$ cat src/rtl/sc_fetch_pkg.sv
// Shared CPU definitions: PC mux select, fetch FSM states, fault codes, ALU ops.
package sc_fetch_pkg;

  localparam logic [31:0] NOP_INSTR = 32'h0000_0013;  // addi x0, x0, 0

  typedef enum logic [1:0] {
    PC_NOP    = 2'b00,
    PC_BRANCH = 2'b01,
    PC_JUMP   = 2'b10,
    PC_RSVD   = 2'b11
  } pc_mux_e;

  typedef enum logic [2:0] {
    S_RESET_HOLD = 3'd0,
    S_REQ        = 3'd1,
    S_WAIT       = 3'd2,
    S_ISSUE      = 3'd3,
    S_FAULT      = 3'd4
  } fetch_state_e;

  typedef enum logic [1:0] {
    FC_NONE     = 2'b00,
    FC_MISALIGN = 2'b01,
    FC_TIMEOUT  = 2'b10
  } fault_cause_e;

  typedef enum logic [3:0] {
    ALU_ADD, ALU_SUB, ALU_SLL, ALU_SLT, ALU_SLTU,
    ALU_XOR, ALU_SRL, ALU_SRA, ALU_OR, ALU_AND
  } alu_op_e;

endpackage

$ cat src/rtl/sc_fetch_if.sv
// Instruction-memory request/response channel between fetch (master) and memory (slave).
interface sc_fetch_if;
  logic        imem_req_valid;
  logic [31:0] imem_req_addr;
  logic        imem_req_ready;
  logic        imem_resp_valid;
  logic [31:0] imem_resp_data;

  modport master (
    output imem_req_valid, imem_req_addr,
    input  imem_req_ready, imem_resp_valid, imem_resp_data
  );

  modport slave (
    input  imem_req_valid, imem_req_addr,
    output imem_req_ready, imem_resp_valid, imem_resp_data
  );
endinterface

$ cat src/rtl/sc_fetch_next_pc.sv
// Next-PC selection from the execute-stage PC mux code, with alignment check.
module sc_next_pc
  import sc_fetch_pkg::*;
(
  input  logic [31:0] pc,
  input  logic [1:0]  branch,
  input  logic [31:0] branch_target,
  input  logic [31:0] jump_target,
  output logic [31:0] next_pc,
  output logic        misaligned
);

  // Reserved code 11 falls through to sequential fetch; JALR clears bit 0.
  always_comb begin
    next_pc = pc + 32'd4;
    case (pc_mux_e'(branch))
      PC_BRANCH: next_pc = branch_target;
      PC_JUMP:   next_pc = jump_target & ~32'd1;
      default:   next_pc = pc + 32'd4;
    endcase
  end

  assign misaligned = |next_pc[1:0];

endmodule

$ cat src/rtl/sc_fetch.sv
// Single-cycle-core fetch unit: request, wait for word, hold it until execute resolves.
module sc_fetch
  import sc_fetch_pkg::*;
#(
  parameter logic [31:0] RESET_PC     = 32'h0000_0000,
  parameter int unsigned IMEM_TIMEOUT = 16
) (
  input  logic         clk,
  input  logic         rst,
  sc_fetch_if.master   imem,
  output logic [31:0]  instr,
  output logic [31:0]  instr_pc,
  output logic         instr_valid,
  input  logic         ex_done,
  input  logic [1:0]   branch,
  input  logic [31:0]  branch_target,
  input  logic [31:0]  jump_target,
  output logic         fault,
  output logic [1:0]   fault_cause
);

  localparam int CNT_W = (IMEM_TIMEOUT > 1) ? $clog2(IMEM_TIMEOUT) : 1;
  localparam logic [CNT_W-1:0] CNT_LAST = CNT_W'(IMEM_TIMEOUT - 1);

  fetch_state_e     state_q, state_d;
  logic [31:0]      pc_q, pc_d;
  logic [31:0]      instr_q, instr_d;
  logic [31:0]      instr_pc_q, instr_pc_d;
  fault_cause_e     cause_q, cause_d;
  logic [CNT_W-1:0] wcnt_q, wcnt_d;

  logic [31:0] next_pc;
  logic        misaligned;
  logic        timeout;

  sc_next_pc u_next_pc (
    .pc            (pc_q),
    .branch        (branch),
    .branch_target (branch_target),
    .jump_target   (jump_target),
    .next_pc       (next_pc),
    .misaligned    (misaligned)
  );

  assign timeout = (wcnt_q == CNT_LAST);

  // State register; reset abandons any in-flight request.
  always_ff @(posedge clk or posedge rst) begin
    if (rst) state_q <= S_RESET_HOLD;
    else     state_q <= state_d;
  end

  // Next-state: response wins over timeout on the final WAIT cycle.
  always_comb begin
    state_d = state_q;
    case (state_q)
      S_RESET_HOLD: state_d = S_REQ;
      S_REQ:        if (imem.imem_req_ready) state_d = S_WAIT;
      S_WAIT: begin
        if (imem.imem_resp_valid) state_d = S_ISSUE;
        else if (timeout)         state_d = S_FAULT;
      end
      S_ISSUE:      if (ex_done) state_d = misaligned ? S_FAULT : S_REQ;
      S_FAULT:      state_d = S_FAULT;
      default:      state_d = S_FAULT;
    endcase
  end

  // Moore outputs decoded from the current state.
  always_comb begin
    imem.imem_req_valid = (state_q == S_REQ);
    instr_valid         = (state_q == S_ISSUE);
    fault               = (state_q == S_FAULT);
  end

  assign imem.imem_req_addr = pc_q;
  assign instr              = instr_q;
  assign instr_pc           = instr_pc_q;
  assign fault_cause        = cause_q;

  // Datapath next-state: capture word in WAIT, advance pc on ex_done in ISSUE.
  always_comb begin
    pc_d       = pc_q;
    instr_d    = instr_q;
    instr_pc_d = instr_pc_q;
    cause_d    = cause_q;
    wcnt_d     = wcnt_q;
    case (state_q)
      S_REQ: wcnt_d = '0;
      S_WAIT: begin
        if (imem.imem_resp_valid) begin
          instr_d    = imem.imem_resp_data;
          instr_pc_d = pc_q;
        end else if (timeout) begin
          cause_d = FC_TIMEOUT;
        end else begin
          wcnt_d = wcnt_q + CNT_W'(1);
        end
      end
      S_ISSUE: begin
        if (ex_done) begin
          pc_d = next_pc;  // kept even when misaligned, for fault diagnosis
          if (misaligned) cause_d = FC_MISALIGN;
        end
      end
      default: ;
    endcase
  end

  // Datapath registers.
  always_ff @(posedge clk or posedge rst) begin
    if (rst) begin
      pc_q       <= RESET_PC;
      instr_q    <= NOP_INSTR;
      instr_pc_q <= RESET_PC;
      cause_q    <= FC_NONE;
      wcnt_q     <= '0;
    end else begin
      pc_q       <= pc_d;
      instr_q    <= instr_d;
      instr_pc_q <= instr_pc_d;
      cause_q    <= cause_d;
      wcnt_q     <= wcnt_d;
    end
  end

endmodule

$ cat src/flat_wrapper.sv
// flat-port wrapper written by rule: the top's interface ports become plain ports
module sc_fetch_flat import sc_fetch_pkg::*;
#(
  parameter logic [31:0] RESET_PC     = 32'h0000_0000,
  parameter int unsigned IMEM_TIMEOUT = 16
)
  (clk, rst, instr, instr_pc, instr_valid, ex_done, branch, branch_target, jump_target, fault, fault_cause, imem_imem_req_valid, imem_imem_req_addr, imem_imem_req_ready, imem_imem_resp_valid, imem_imem_resp_data);
  sc_fetch_if imem_i ();
  input  logic clk;
  input  logic rst;
  output logic [31:0] instr;
  output logic [31:0] instr_pc;
  output logic instr_valid;
  input  logic ex_done;
  input  logic [1:0] branch;
  input  logic [31:0] branch_target;
  input  logic [31:0] jump_target;
  output logic fault;
  output logic [1:0] fault_cause;
  output wire logic [$bits(imem_i.imem_req_valid)-1:0] imem_imem_req_valid;
  output wire logic [$bits(imem_i.imem_req_addr)-1:0] imem_imem_req_addr;
  input wire logic [$bits(imem_i.imem_req_ready)-1:0] imem_imem_req_ready;
  input wire logic [$bits(imem_i.imem_resp_valid)-1:0] imem_imem_resp_valid;
  input wire logic [$bits(imem_i.imem_resp_data)-1:0] imem_imem_resp_data;
  assign imem_imem_req_valid = imem_i.imem_req_valid;
  assign imem_imem_req_addr = imem_i.imem_req_addr;
  assign imem_i.imem_req_ready = imem_imem_req_ready;
  assign imem_i.imem_resp_valid = imem_imem_resp_valid;
  assign imem_i.imem_resp_data = imem_imem_resp_data;
  sc_fetch #(.RESET_PC(RESET_PC), .IMEM_TIMEOUT(IMEM_TIMEOUT)) u_core (.clk(clk), .rst(rst), .imem(imem_i), .instr(instr), .instr_pc(instr_pc), .instr_valid(instr_valid), .ex_done(ex_done), .branch(branch), .branch_target(branch_target), .jump_target(jump_target), .fault(fault), .fault_cause(fault_cause));
endmodule
$ cat config.mk
export PLATFORM = sky130hd
export DESIGN_NAME = sc_fetch_flat
export DESIGN_NICKNAME = d
export VERILOG_FILES = /design/src/rtl/sc_fetch_pkg.sv /design/src/rtl/sc_fetch_if.sv /design/src/rtl/sc_fetch_next_pc.sv /design/src/rtl/sc_fetch.sv /design/src/flat_wrapper.sv
export SDC_FILE = /design/constraint.sdc
export NUM_CORES = 1
export LEC_CHECK = 0
export BUFFER_PORTS_ARGS = -buffer_cell sky130_fd_sc_hd__buf_2
export CAP_MARGIN = 15
export CORE_MARGIN = 3
export CORE_UTILIZATION = 53
export CTS_CLUSTER_SIZE = 24
export DETAILED_ROUTE_END_ITERATION = 10
export GPL_TIMING_DRIVEN = 0
export PLACE_DENSITY = 0.83
export SKIP_CTS_REPAIR_TIMING = 1
export SYNTH_ARGS = -nofsm -noshare
export SYNTH_HDL_FRONTEND = slang
export SYNTH_SLANG_ARGS = --single-unit
$ cat constraint.sdc
create_clock -name clk -period 9.8 [get_ports clk]
set_input_delay 1.96 -clock clk [delete_from_list [all_inputs] [get_ports clk]]
set_output_delay 1.96 -clock clk [all_outputs]
set_load 0.05 [all_outputs]
* After elaboration in Yosys (flattened, before gate mapping) *
Cells that the tools add are included.

storage, ports and cells
  register bits = 105
  latch bits = 0
  RAM bits = 0
  memory bits (read-only) = 0
  input bits = 103
  output and inout port bits = 101
  word-level logic and storage cells = 46
  memories kept = 0

operators by class
  $add $sub $neg = 2
  multipliers = 0
  divide/modulo/power cells = 0
  magnitude comparators = 0
  equality and inequality tests = 14
  shift operators = 0
  multiplexer cells = 15
  bitwise gates (word level) = 0
  reductions and logical operators = 9

operators by type and width
  cell                   number
  $pmux 32 s2            1
  $add 32x3->32 const B  1
  $mux 3                 5
  $pmux 3 s4             1
  $mux 2                 4
  $mux 4                 2
  $ne 2x1->1 const B     4
  $pmux 4 s2             1
  $eq 3x2->1 const B     2
  $reduce_and 3->1       2
  $reduce_and 5->1       1
  $add 4x1->4 const B    1
  $eq 4x4->1 const B     1
  $ne 2x2->1 const B     2
  $pmux 2 s2             1
  $reduce_and 2->1       2
  $reduce_bool 2->1      2
  $eq 3x1->1 const B     1
  $eq 3x3->1 const B     1
  $logic_not 3->1        1
  $ne 3x2->1 const B     1
  $eq 2x1->1 const B     1
  $eq 2x2->1 const B     1
  $reduce_or 2->1        1

* Logic depth before layout (Yosys ltp) *
Gate-level depths: netlist (run 1).

  word-level depth = 6
  mapped depth = 8
  mapped depth without buffers = 7

* Cells and area by module *
A second synthesis (run 1) with hierarchy kept.

second synthesis, totals
  cells, all modules = 444
  area total of the unflattened synthesis = 5749.3 µm²

by module, submodules not included
  module      times used  cells each  area each (µm²)  seq. area each (µm²)
  sc_fetch    1           262         4558.1           2631.3
  sc_next_pc  1           182         1191.1           0.0

* Worst setup path after synthesis (run 1) *
No wires, ideal clock.

  path type = register to output
  start = reg u_core.state_q[1]
  end = out imem_imem_req_valid
  data arrival time = 1.796 ns
  data required time = 7.840 ns
  path slack = 6.044 ns
  stages on the path, launching flop included = 2
  path buffers = 0
  path through = dfrtp_1 -> nor3b_1

between the ends
  longest elaborated chain between the ends = 1

ends and longest elaborated chain
  what                    line                source
  start, declared         sc_fetch.sv:25      fetch_state_e state_q, state_d;
  start signal, assigned  sc_fetch.sv:50      else state_q <= state_d;
  $eq 3x1->1              sc_fetch.sv:71      imem.imem_req_valid = (state_q == S_REQ);
  end, declared           flat_wrapper.sv:20  output wire logic [$bits(imem_i.imem_req_valid)-1:0] imem_imem_req_valid;

Every way passes these cells.

* Worst setup path after layout (run 1) *
  start = reg u_core.state_q[2]
  end = out imem_imem_req_valid

Same word-level chain as after synthesis.

==> results of run 1 <==
-- placed cells by master (no fill, tap or decap), types with 3 or more instances in the layout --
master and instances:
a21o_1 3, a21oi_1 32, a221o_1 17, a221oi_1 15, a31oi_1 6, a41oi_1 3, and3_1 3, and4_1 4
buf_2 213, buf_4 3, bufinv_16 3, clkbuf_1 16, clkbuf_8 9, dfrtp_1 102, dfstp_2 3, ha_1 4
inv_1 9, mux2_2 66, mux2i_1 7, nand2_1 24, nand3_1 12, nand4_1 9, nor2_1 14, nor3_1 5
nor4_1 3, o21ai_0 26, o22a_1 7, o31ai_1 5
-- critical path, delay by kind of cell, from the launching register on --
kind                   cells  cell delay [ns]
AND/OR/NAND/NOR            1             0.51
buffers and inverters      1             0.37
flip-flops                 1             0.46
-- sequential cells by signal, indices dropped and copies added, names as in the netlist --
register and count:
u_core.fault_cause 2, u_core.wcnt_q 4, u_core.instr 32, u_core.instr_pc 32, u_core.imem.imem_req_addr 32, u_core.state_q 3
-- per-stage QoR --
stage / power (uW) / std cells / area (sq um) / hold slack [ns]
2_1_floorplan: 1440 / 450 / 5200 / 0.476
3_3_place_gp: 1660 / 781 / 6370 / 0.477
3_5_place_dp: 1700 / 782 / 6400 / 0.489
4_1_cts: 2020 / 798 / 6650 / 0.513
5_1_grt: 2100 / 798 / 6650 / 0.531
6_report: 2010 / 798 / 6650 / 0.510
-- synthesized netlist by cell type, drive strengths merged --
library cell / number / area, sq um
a211o: 2 / 17.5
a211oi: 1 / 7.51
a21o: 4 / 31.3
a21oi: 33 / 169
a221o: 17 / 170
a221oi: 15 / 131
a22oi: 2 / 15.0
a31o: 1 / 8.76
a31oi: 6 / 37.5
a41o: 2 / 21.3
a41oi: 3 / 26.3
and2: 4 / 26.3
and3: 3 / 18.8
and4: 4 / 35.0
buf: 16 / 85.1
clkbuf: 15 / 56.3
dfrtp: 102 / 2550
dfstp: 3 / 78.8
ha: 4 / 50.1
inv: 10 / 37.5
mux2: 66 / 743
mux2i: 7 / 70.1
nand2: 24 / 90.1
nand2b: 2 / 12.5
nand3: 14 / 95.1
nand3b: 1 / 7.51
nand4: 12 / 111
nor2: 14 / 52.6
nor3: 7 / 45.0
nor3b: 3 / 27.5
nor4: 5 / 61.3
o211ai: 1 / 7.51
o21a: 1 / 7.51
o21ai: 27 / 135
o221a: 1 / 11.3
o22a: 7 / 61.3
o22ai: 1 / 6.26
o31ai: 5 / 37.5
or3: 2 / 17.5
or3b: 1 / 8.76
xor2: 2 / 17.5
-- layout make-up --
class	instances	area, sq um	share of cell area, %
Timing Repair Buffer	203	1040	15.6
Tap cell	129	161	2.43
Multi-Input combinational cell	304	2390	36.0
Inverter	10	40.0	0.602
Sequential cell	105	2630	39.6
Buffer	31	141	2.13
Clock inverter	6	114	1.71
Clock buffer	10	128	1.92
-- logic make-up after synthesis --
family          share of synthesized area [%]
compound gates                           17.3
flops                                    50.6
simple gates                             11.7
mux                                      15.6
buf+inv                                  3.44
fa+ha+maj                               0.962
xor+xnor                                0.337
-- routing by layer --
metal	track usage, %	wire length (um)	vias up
li1	-	-	2145
met1	34.5	5830	2365
met2	48.7	7970	231
met3	4.08	939	46
met4	12.4	456	0
met5	0	0	-
-- power by group through the flow --
stage	sequential, uW	clock [uW]	combinational [uW]
after global placement	700	0	965
after global routing	730	344	1030
after detailed placement	715	0	984
after CTS	707	327	986
after floorplan	1180	0	261
final	709	323	983
-- final timing paths --
| path | from | to | slack (ns) | depth (start not counted) |
|---|---|---|---|---|
| setup / recovery | u_core.state_q[2]$_DFFE_PP0P_ | imem_imem_req_valid | 6.14 | 2 |
| max in group asynchronous | rst | u_core.instr[1]$_DFFE_PP1P_ | 7.43 | 3 |
| hold / removal | u_core.instr[5]$_DFFE_PP0P_ | u_core.instr[5]$_DFFE_PP0P_ | 0.51 | 1 |
| min in group asynchronous | rst | u_core.instr[15]$_DFFE_PP0P_ | 1.60 | 2 |
| hold reg to reg | u_core.instr[5]$_DFFE_PP0P_ | u_core.instr[5]$_DFFE_PP0P_ | 0.51 | 1 |
| setup reg to reg | u_core.imem.imem_req_addr[2]$_DFFE_PP0P_ | u_core.imem.imem_req_addr[20]$_DFFE_PP0P_ | 7.57 | 6 |
==> out/summary.txt, run 1 <==
Die Wd -> 105 um
Layout cell share with drive strength beyond 1 -> 47.7%
1st-iter DRT viols -> 360
Number of CTS-inserted buffers -> 9
PnR worst setup slack -> 6.14 ns
Status -> completed
Layout Nets -> 771
Synthesized instance count -> 450
P_leak -> 0.00331 uW
Min cycle time layout -> 3.66 ns
Setup crit start kind -> flop
CP max stage cell -> nor3b_1
CTS tree -> yes
Synth warn -> 0
Initial antenna violation count -> 0
Place WS -> 5.79 ns
Headroom to the max-slew limit -> 54.3%
Die extent in y -> 105 um
Int Pwr -> 1010 uW
Layout fillers -> 739
Arr. time, crit path -> 1.70 ns
Initial Util -> 55.5%
Syn_area_per_cell -> 11.6 sq um
Crit-path max cell delay -> 0.51 ns
Vias per cell -> 6.00
Pin count of the biggest net entering global routing -> 68
DRC Markers -> 0
Maximum clock rate -> 0.273 GHz
Hold Fails Final Rpt -> 0
Core region area -> 0.00937 sq mm
Sw Pwr -> 1000 uW
RSZ-0062 raised after global routing -> no
Sequential element share of the synthesized area -> 50.6%
Die area -> 0.0110 sq mm
CTS clk-pin slew, worst paths -> 0.10 ns
Clk pwr share -> 16.0%
Sequential share of power -> 35.2%
I/O Buffers -> 202
Routed vias -> 4787
Final GP Congestion -> 0.895
Worst-Margin Slew -> 0.680 ns
Max-slew violations -> 0
Clock buffer depth -> 2
HPWL after detailed placement -> 11.4 mm
Clk_lat worst skew -> 0.37 ns
Pwr/cell area -> 303 mW/mm^2
DR WL/cell -> 19.1 um
Worst hold path type -> reg -> reg
Max VDD drop -> 0.000172 V
Drt first pass iters -> 5
Synthesized area -> 0.00520 sq mm
Netlist cell types -> 56
Required time of the critical path -> 7.84 ns
Ant. Diodes -> 0
Total track usage -> 28.0%
Setup CP Type -> reg -> out
CTS root buffer -> clkbuf_8
Post-DRT Antenna Nets -> 0
CP Max Fanout -> 7
First-pass GRT wire length -> 24.9 mm
Setup TNS -> 0 ns
I/O pins -> 204
CTS sink cnt -> 105
Finished Core Util -> 70.9%
Synthesized flop and latch total -> 105
H-tree levels -> 3
Setup Viol. Count Final -> 0
Mapped Nets -> 557
FP Rows -> 35
Tcrit/Tclk final -> 37.4%
Setup Skew -> 0.0123 ns
Vias in the first global route -> 4923
Endpoint class of the critical path -> primary output
Crit-path cells -> nor3b_1 -> buf_2
Syn-to-layout area delta -> 27.8%
Aggregate global routing overflow -> 0
Sw Share -> 49.7%
Max Cap Viol -> 0
Combinational power share -> 48.8%
Total Routed Length -> 15.2 mm
Note: power is estimated with default switching activity, not from simulation.
==> run 2, diff against run 1 <==
--- a/config.mk
+++ b/config.mk
@@ -5,14 +5,15 @@
 export SDC_FILE = /design/constraint.sdc
 export NUM_CORES = 1
 export LEC_CHECK = 0
+export ABC_AREA = 1
 export BUFFER_PORTS_ARGS = -buffer_cell sky130_fd_sc_hd__buf_2
 export CAP_MARGIN = 15
 export CORE_MARGIN = 3
-export CORE_UTILIZATION = 53
+export CORE_UTILIZATION = 45
 export CTS_CLUSTER_SIZE = 24
 export DETAILED_ROUTE_END_ITERATION = 10
 export GPL_TIMING_DRIVEN = 0
-export PLACE_DENSITY = 0.83
+export PLACE_DENSITY = 0.74
 export SKIP_CTS_REPAIR_TIMING = 1
 export SYNTH_ARGS = -nofsm -noshare
 export SYNTH_HDL_FRONTEND = slang
==> constraint.sdc (replaced) <==
create_clock -name clk -period 3.19 [get_ports clk]
set_input_delay 0.638 -clock clk [delete_from_list [all_inputs] [get_ports clk]]
set_output_delay 0.638 -clock clk [all_outputs]
set_load 0.05 [all_outputs]
==> out/summary.txt, run 2 <==
Initial Util -> 47.0% (-8.5 points)
1st-iter DRT viols -> 390 (+8.3%)
Synth top area cells -> dfrtp_1, nand2_1, o21ai_0
H-tree levels -> 3 (unchanged)
Final GP Congestion -> 0.925 (+3.4%)
Layout Nets -> 974 (+26%)
Die area -> 0.0135 sq mm (+23%)
Core region area -> 0.0117 sq mm (+24%)
Maximum clock rate -> 0.472 GHz
PnR worst setup slack -> 1.07 ns (-5.07 ns)
Most frequent cells in the layout -> buf_2, nand2_1, dfrtp_1
Syn_area_per_cell -> 8.41 sq um (-27%)
Synthesized flop and latch total -> 105 (unchanged)
Compound-Gate Fraction of Synth Area -> 14.3% (-3.1 points)
R2R depth -> 9 (+3)
Syn-to-layout area delta -> 28.2%
Place WS -> 0.869 ns (-4.92 ns)
Setup crit start kind -> flop
Post-Synth Adder-Cell Area -> 0.913% (-0.049 points)
Xor-xnor portion of the synthesized cell area -> 0% (-0.34 points)
Finished Core Util -> 60.2% (-11 points)
Synth warn -> 0 (unchanged)
RSZ-0062 raised after global routing -> no
Layout cell share with drive strength beyond 1 -> 32.9% (-15 points)
P_leak -> 0.00397 uW (+20%)
Routed vias -> 5275 (+10%)
Drt first pass iters -> 5 (unchanged)
R2r setup slk -> 1.45 ns (-6.12 ns)
Int Pwr -> 2040 uW (+100%)
Post-DRT Antenna Nets -> 0 (unchanged)
Tcrit/Tclk final -> 66.4%
R2r endpoint -> u_core.imem.imem_req_addr[26]$_DFFE_PP0P_
Status -> completed
Hold Fails Final Rpt -> 0 (unchanged)
Mapped Nets -> 759 (+36%)
Number of CTS-inserted buffers -> 9 (unchanged)
Crit-path max cell delay -> 0.40 ns (-0.11 ns)
Vias in the first global route -> 5036 (+2.3%)
Largest family of logic cells by synthesized area -> simple AND/OR/NAND/NOR gates
Count leader, synth -> nand2_1
Die Wd -> 116 um (+11%)
FP Rows -> 39 (+11%)
Vias per cell -> 5.20 (-13%)
Sequential share of power -> 49.2% (+14 points)
Delay-heaviest family, CP -> buffers and inverters
CP Max Fanout -> 6 (-1)
Setup CP Type -> reg -> out
CTS tree -> yes
Required time of the critical path -> 2.55 ns (-5.29 ns)
Post-synthesis mux area share -> 8.56% (-7.1 points)
Pwr/cell area -> 384 mW/mm^2 (+27%)
Post-synth top area share -> 46.6% (-2.5 points)
CTS clk-pin slew, worst paths -> 0.08 ns (-0.02 ns)
Pin count of the biggest net entering global routing -> 42 (-38%)
I/O pins -> 204 (unchanged)
Register area -> 0.00263 sq mm (unchanged)
Commonest non-fill, non-tap cell in the layout -> buf_2
Synth Area in Simple Gates -> 21.4% (+9.7 points)
First-pass GRT wire length -> 24.9 mm (about the same)
CTS sink cnt -> 105 (unchanged)
Synth top cells by count -> nand2_1, dfrtp_1, inv_1
Tot Pwr -> 2700 uW (+34%)
Worst hold path type -> in -> async
Clk_lat worst skew -> 0.34 ns (-0.03 ns)
Layout fillers -> 1093 (+48%)
Total Routed Length -> 15.9 mm (+4.4%)
Area of the multi-input gates -> 0.00247 sq mm (+3.3%)
Ant. Diodes -> 0 (unchanged)
Die extent in y -> 116 um (+11%)
Max Cap Viol -> 0 (unchanged)
Arr. time, crit path -> 1.48 ns (-0.22 ns)
Largest area contributor in the netlist -> dfrtp_1
Number of synthesized flops with an enable pin -> 0 (unchanged)
Buf/Inv on CP -> 3 (+2)
Most frequent CP cell -> inv_1
Headroom to the max-slew limit -> 51.9% (-2.5 points)
Crit-path cells -> inv_1 -> nand3_1 -> inv_1 -> buf_2
Max-slew violations -> 0 (unchanged)
Synth Flop Type -> dfrtp_1
Sequential element share of the synthesized area -> 48.0% (-2.6 points)
Endpoint class of the critical path -> primary output
Synthesized instance count -> 652 (+45%)
Setup Skew -> 0.0101 ns (-0.00215 ns)
Setup Viol. Count Final -> 0 (unchanged)
Initial antenna violation count -> 0 (unchanged)
I/O Buffers -> 202 (unchanged)
Sw Pwr -> 657 uW (-34%)
Setup TNS -> 0 ns (unchanged)
Aggregate global routing overflow -> 0 (unchanged)
Netlist cell types -> 38 (-32%)
CTS root buffer -> clkbuf_16
Worst-Margin Slew -> 0.720 ns (+0.0405 ns)
DR WL/cell -> 15.6 um (-18%)
CP max stage cell -> dfrtp_1
Clock buffer depth -> 2 (unchanged)
DRC Markers -> 0 (unchanged)
Sw Share -> 24.3% (-25 points)
Max VDD drop -> 0.000205 V (+19%)
HPWL after detailed placement -> 12.3 mm (+8.2%)
Share of flip-flops with an asynchronous set or reset -> 100% (unchanged)
Combinational power share -> 7.6% (-41 points)
Critical R2R Launch -> u_core.imem.imem_req_addr[3]$_DFFE_PP0P_
Total track usage -> 23.4% (-4.6 points)
Synthesized area -> 0.00548 sq mm (+5.4%)
Clk pwr share -> 43.2% (+27 points)
Min cycle time layout -> 2.12 ns
==> run 2: cell count changes in the layout (fill, tap and decap cells not counted), moves of 18 or more <==
cell	change
a22o_1	+18
inv_1	+48
mux2_2	-43
nand2_1	+148
nand3_1	+34
nor2_1	+29
o21ai_0	+31
==> run 2: power by group through the flow <==
stage	clock network (uW)	registers (uW)	logic (uW)
floorplan	0	1360	101
global placement	0	1360	199
detailed placement	0	1360	205
CTS	1180	1330	206
global route	1230	1330	228
finish	1170	1330	205
==> run 2: cells by family (layout without fill, tap and decap cells) <==
group,Yosys count,count (layout)
muxes,37,37
DFF,105,105
adders and majority gates,4,4
and+or+nand+nor,280,280
AOI/OAI and AO/OA,135,135
buffers and inverters,91,311
==> run 2: final cells by class <==
class	count	area share (%)
Clock inverter	7	1.21
Tap cell	143	2.55
Timing Repair Buffer	204	15.0
Sequential cell	105	37.5
Buffer	29	2.07
Inverter	62	3.37
Multi-Input combinational cell	456	35.2
Clock buffer	9	3.21
==> run 2: through the flow <==
stage | hold slack, ns | cells | cell area (sq um)
6_report | 0.401 | 1015 | 7030
3_5_place_dp | 0.468 | 999 | 6720
2_1_floorplan | 0.460 | 652 | 5490
4_1_cts | 0.426 | 1015 | 7030
3_3_place_gp | 0.464 | 997 | 6680
5_1_grt | 0.454 | 1015 | 7030
==> run 2: metal layers <==
| layer | vias to the layer above | GRT usage [%] | part of all wire (%) |
|---|---|---|---|
| li1 | 2588 | - | - |
| met4 | 0 | 7.66 | 2.1 |
| met3 | 30 | 3.68 | 7.5 |
| met2 | 221 | 39.5 | 47 |
| met5 | - | 0 | 0 |
| met1 | 2436 | 31.0 | 43 |
==> run 2: worst max-delay path by stage <==
stage / start / to / cells past startpoint / slack (ns)
floorplan: rst / u_core.fault_cause[0]$_DFFE_PP0P_ / 1 / 1.29
global placement: rst / u_core.instr_pc[6]$_DFFE_PP0P_ / 2 / 0.56
detailed placement: branch[0] / u_core.imem.imem_req_addr[3]$_DFFE_PP0P_ / 8 / 0.87
CTS: u_core.state_q[2]$_DFFE_PP0P_ / imem_imem_req_valid / 4 / 1.07
global route: u_core.state_q[2]$_DFFE_PP0P_ / imem_imem_req_valid / 4 / 0.97
finish: u_core.state_q[2]$_DFFE_PP0P_ / imem_imem_req_valid / 4 / 1.07
==> run 3, diff against run 2 <==
--- a/config.mk
+++ b/config.mk
@@ -9,11 +9,11 @@
 export BUFFER_PORTS_ARGS = -buffer_cell sky130_fd_sc_hd__buf_2
 export CAP_MARGIN = 15
 export CORE_MARGIN = 3
-export CORE_UTILIZATION = 45
+export CORE_UTILIZATION = 50
 export CTS_CLUSTER_SIZE = 24
 export DETAILED_ROUTE_END_ITERATION = 10
 export GPL_TIMING_DRIVEN = 0
-export PLACE_DENSITY = 0.74
+export PLACE_DENSITY = 0.78
 export SKIP_CTS_REPAIR_TIMING = 1
 export SYNTH_ARGS = -nofsm -noshare
 export SYNTH_HDL_FRONTEND = slang
==> constraint.sdc (replaced) <==
create_clock -name clk -period 2.1 [get_ports clk]
set_input_delay 0.42 -clock clk [delete_from_list [all_inputs] [get_ports clk]]
set_output_delay 0.42 -clock clk [all_outputs]
set_load 0.05 [all_outputs]
==> out/summary.txt, run 3 (same netlist as run 2, synthesis figures left out) <==
Status -> completed
CTS clk-pin slew, worst paths -> 0.10 ns (+0.02 ns)
Routed vias -> 5388 (+2.1%)
Placed inst area -> 0.00673 sq mm (+0.17%)
Setup crit start kind -> flop
Post-DRT Antenna Nets -> 0 (unchanged)
Pin count of the biggest net entering global routing -> 30 (-29%)
R2r setup slk -> 0.34 ns (-1.11 ns)
Setup TNS -> 0 ns (unchanged)
Initial Util -> 52.2% (+5.2 points)
H-tree levels -> 3 (unchanged)
Max VDD drop -> 0.000271 V (+32%)
Register area -> 0.00263 sq mm (unchanged)
Syn-to-layout area delta -> 26.6%
HPWL after detailed placement -> 13.0 mm (+5.6%)
Pwr/cell area -> 529 mW/mm^2 (+38%)
Drt first pass iters -> 5 (unchanged)
Required time of the critical path -> 1.68 ns (-0.87 ns)
Maximum clock rate -> 0.520 GHz
Critical R2R Launch -> u_core.imem.imem_req_addr[3]$_DFFE_PP0P_
Hold Fails Final Rpt -> 0 (unchanged)
DRC Markers -> 0 (unchanged)
FP Rows -> 37 (-5.1%)
R2R depth -> 9 (unchanged)
Most frequent cells in the layout -> buf_2, nand2_1, dfrtp_1
Setup Viol. Count Final -> 0 (unchanged)
Total Routed Length -> 16.7 mm (+5.4%)
Aggregate global routing overflow -> 0 (unchanged)
Arr. time, crit path -> 1.50 ns (+0.02 ns)
CP Max Fanout -> 6 (unchanged)
Core region area -> 0.0105 sq mm (-9.9%)
Headroom to the max-slew limit -> 57.6% (+5.7 points)
Vias in the first global route -> 5452 (+8.3%)
I/O Buffers -> 202 (unchanged)
First-pass GRT wire length -> 27.3 mm (+9.9%)
Final GP Congestion -> 0.886 (-4.3%)
Min cycle time layout -> 1.92 ns
DR WL/cell -> 16.6 um (+5.9%)
Max Cap Viol -> 0 (unchanged)
RSZ-0062 raised after global routing -> no
Die extent in y -> 111 um (-4.9%)
Area of the multi-input gates -> 0.00247 sq mm (unchanged)
Clk_lat worst skew -> 0.37 ns (+0.03 ns)
Tot Pwr -> 3670 uW (+36%)
Die area -> 0.0123 sq mm (-9.5%)
Die Wd -> 111 um (-4.9%)
Tcrit/Tclk final -> 91.5%
Clock buffer depth -> 2 (unchanged)
CTS root buffer -> clkbuf_8
Initial antenna violation count -> 0 (unchanged)
Max-slew violations -> 0 (unchanged)
Layout fillers -> 889 (-19%)
Vias per cell -> 5.33 (+2.6%)
Setup Skew -> 0.0132 ns (+0.00308 ns)
I/O pins -> 204 (unchanged)
Setup CP Type -> reg -> out
Worst-Margin Slew -> 0.636 ns (-0.0842 ns)
Commonest non-fill, non-tap cell in the layout -> buf_2
1st-iter DRT viols -> 382 (-2.1%)
Cell area after layout -> 0.00694 sq mm (-1.2%)
Number of CTS-inserted buffers -> 9 (unchanged)
R2r endpoint -> u_core.imem.imem_req_addr[24]$_DFFE_PP0P_
Layout cell share with drive strength beyond 1 -> 33.0% (+0.077 points)
Worst hold path type -> in -> async
Layout Nets -> 975 (+0.10%)
CTS sink cnt -> 105 (unchanged)
CTS tree -> yes
Total track usage -> 27.3% (+3.9 points)
Endpoint class of the critical path -> primary output
P_leak -> 0.00394 uW (-0.88%)
[run 3: changes by cell type in the layout (fill, tap and decap cells not counted), sizes merged]
cell,change
inv,-2
clkinv,+1
diode,+1
clkbuf,+1
buf,+1
[run 3: metrics by stage]
stage	utilization (%)	cells	hold WS (ns)	setup WS [ns]
6_report	66.0	1010	0.0752	0.178
2_1_floorplan	-	652	0.460	0.281
4_1_cts	66.0	1009	0.0715	0.167
5_1_grt	66.0	1009	0.106	0.104
3_3_place_gp	63.4	990	0.462	-0.225
3_5_place_dp	64.0	993	0.465	-0.0593
[run 3: final cells by class]
| type | instances | area share, % |
|---|---|---|
| Sequential cell | 105 | 37.9 |
| Timing Repair Buffer | 205 | 15.4 |
| Clock inverter | 6 | 1.05 |
| Clock buffer | 10 | 1.98 |
| Multi-Input combinational cell | 456 | 35.6 |
| Antenna cell | 1 | 0.0361 |
| Inverter | 62 | 3.41 |
| Tap cell | 136 | 2.45 |
| Buffer | 29 | 2.09 |
[run 3: critical path, cell delays in order (launching register included)]
cell and delay (ns):
dfrtp_1 0.41, inv_1 0.12, nand3_1 0.23, inv_1 0.12, buf_2 0.26
[run 3: how the worst max path moves through the flow]
stage,from,to,slack [ns]
6_report,u_core.state_q[2]$_DFFE_PP0P_,imem_imem_req_valid,0.18
5_1_grt,u_core.state_q[2]$_DFFE_PP0P_,imem_imem_req_valid,0.10
4_1_cts,u_core.state_q[2]$_DFFE_PP0P_,imem_imem_req_valid,0.17
3_5_place_dp,branch[0],u_core.imem.imem_req_addr[29]$_DFFE_PP0P_,-0.06
3_3_place_gp,rst,u_core.instr_pc[1]$_DFFE_PP0P_,-0.22
2_1_floorplan,u_core.imem.imem_req_addr[3]$_DFFE_PP0P_,u_core.imem.imem_req_addr[22]$_DFFE_PP0P_,0.28
[run 3: power breakdown]
part / leakage, uW / internal [uW] / switching [uW] / total [uW]
clock network: 0.000109 / 602 / 733 / 1330
logic: 0.00251 / 134 / 184 / 318
registers: 0.00132 / 2020 / 0 / 2020
total: 0.00394 / 2760 / 916 / 3670
[run 3: layer usage]
| layer | global-route usage, % | vias up | wire, um |
|---|---|---|---|
| li1 | - | 2586 | - |
| met1 | 36.9 | 2517 | 7100 |
| met2 | 46.2 | 260 | 8030 |
| met3 | 3.28 | 25 | 1270 |
| met4 | 8.54 | 0 | 322 |
| met5 | 0 | - | 0 |
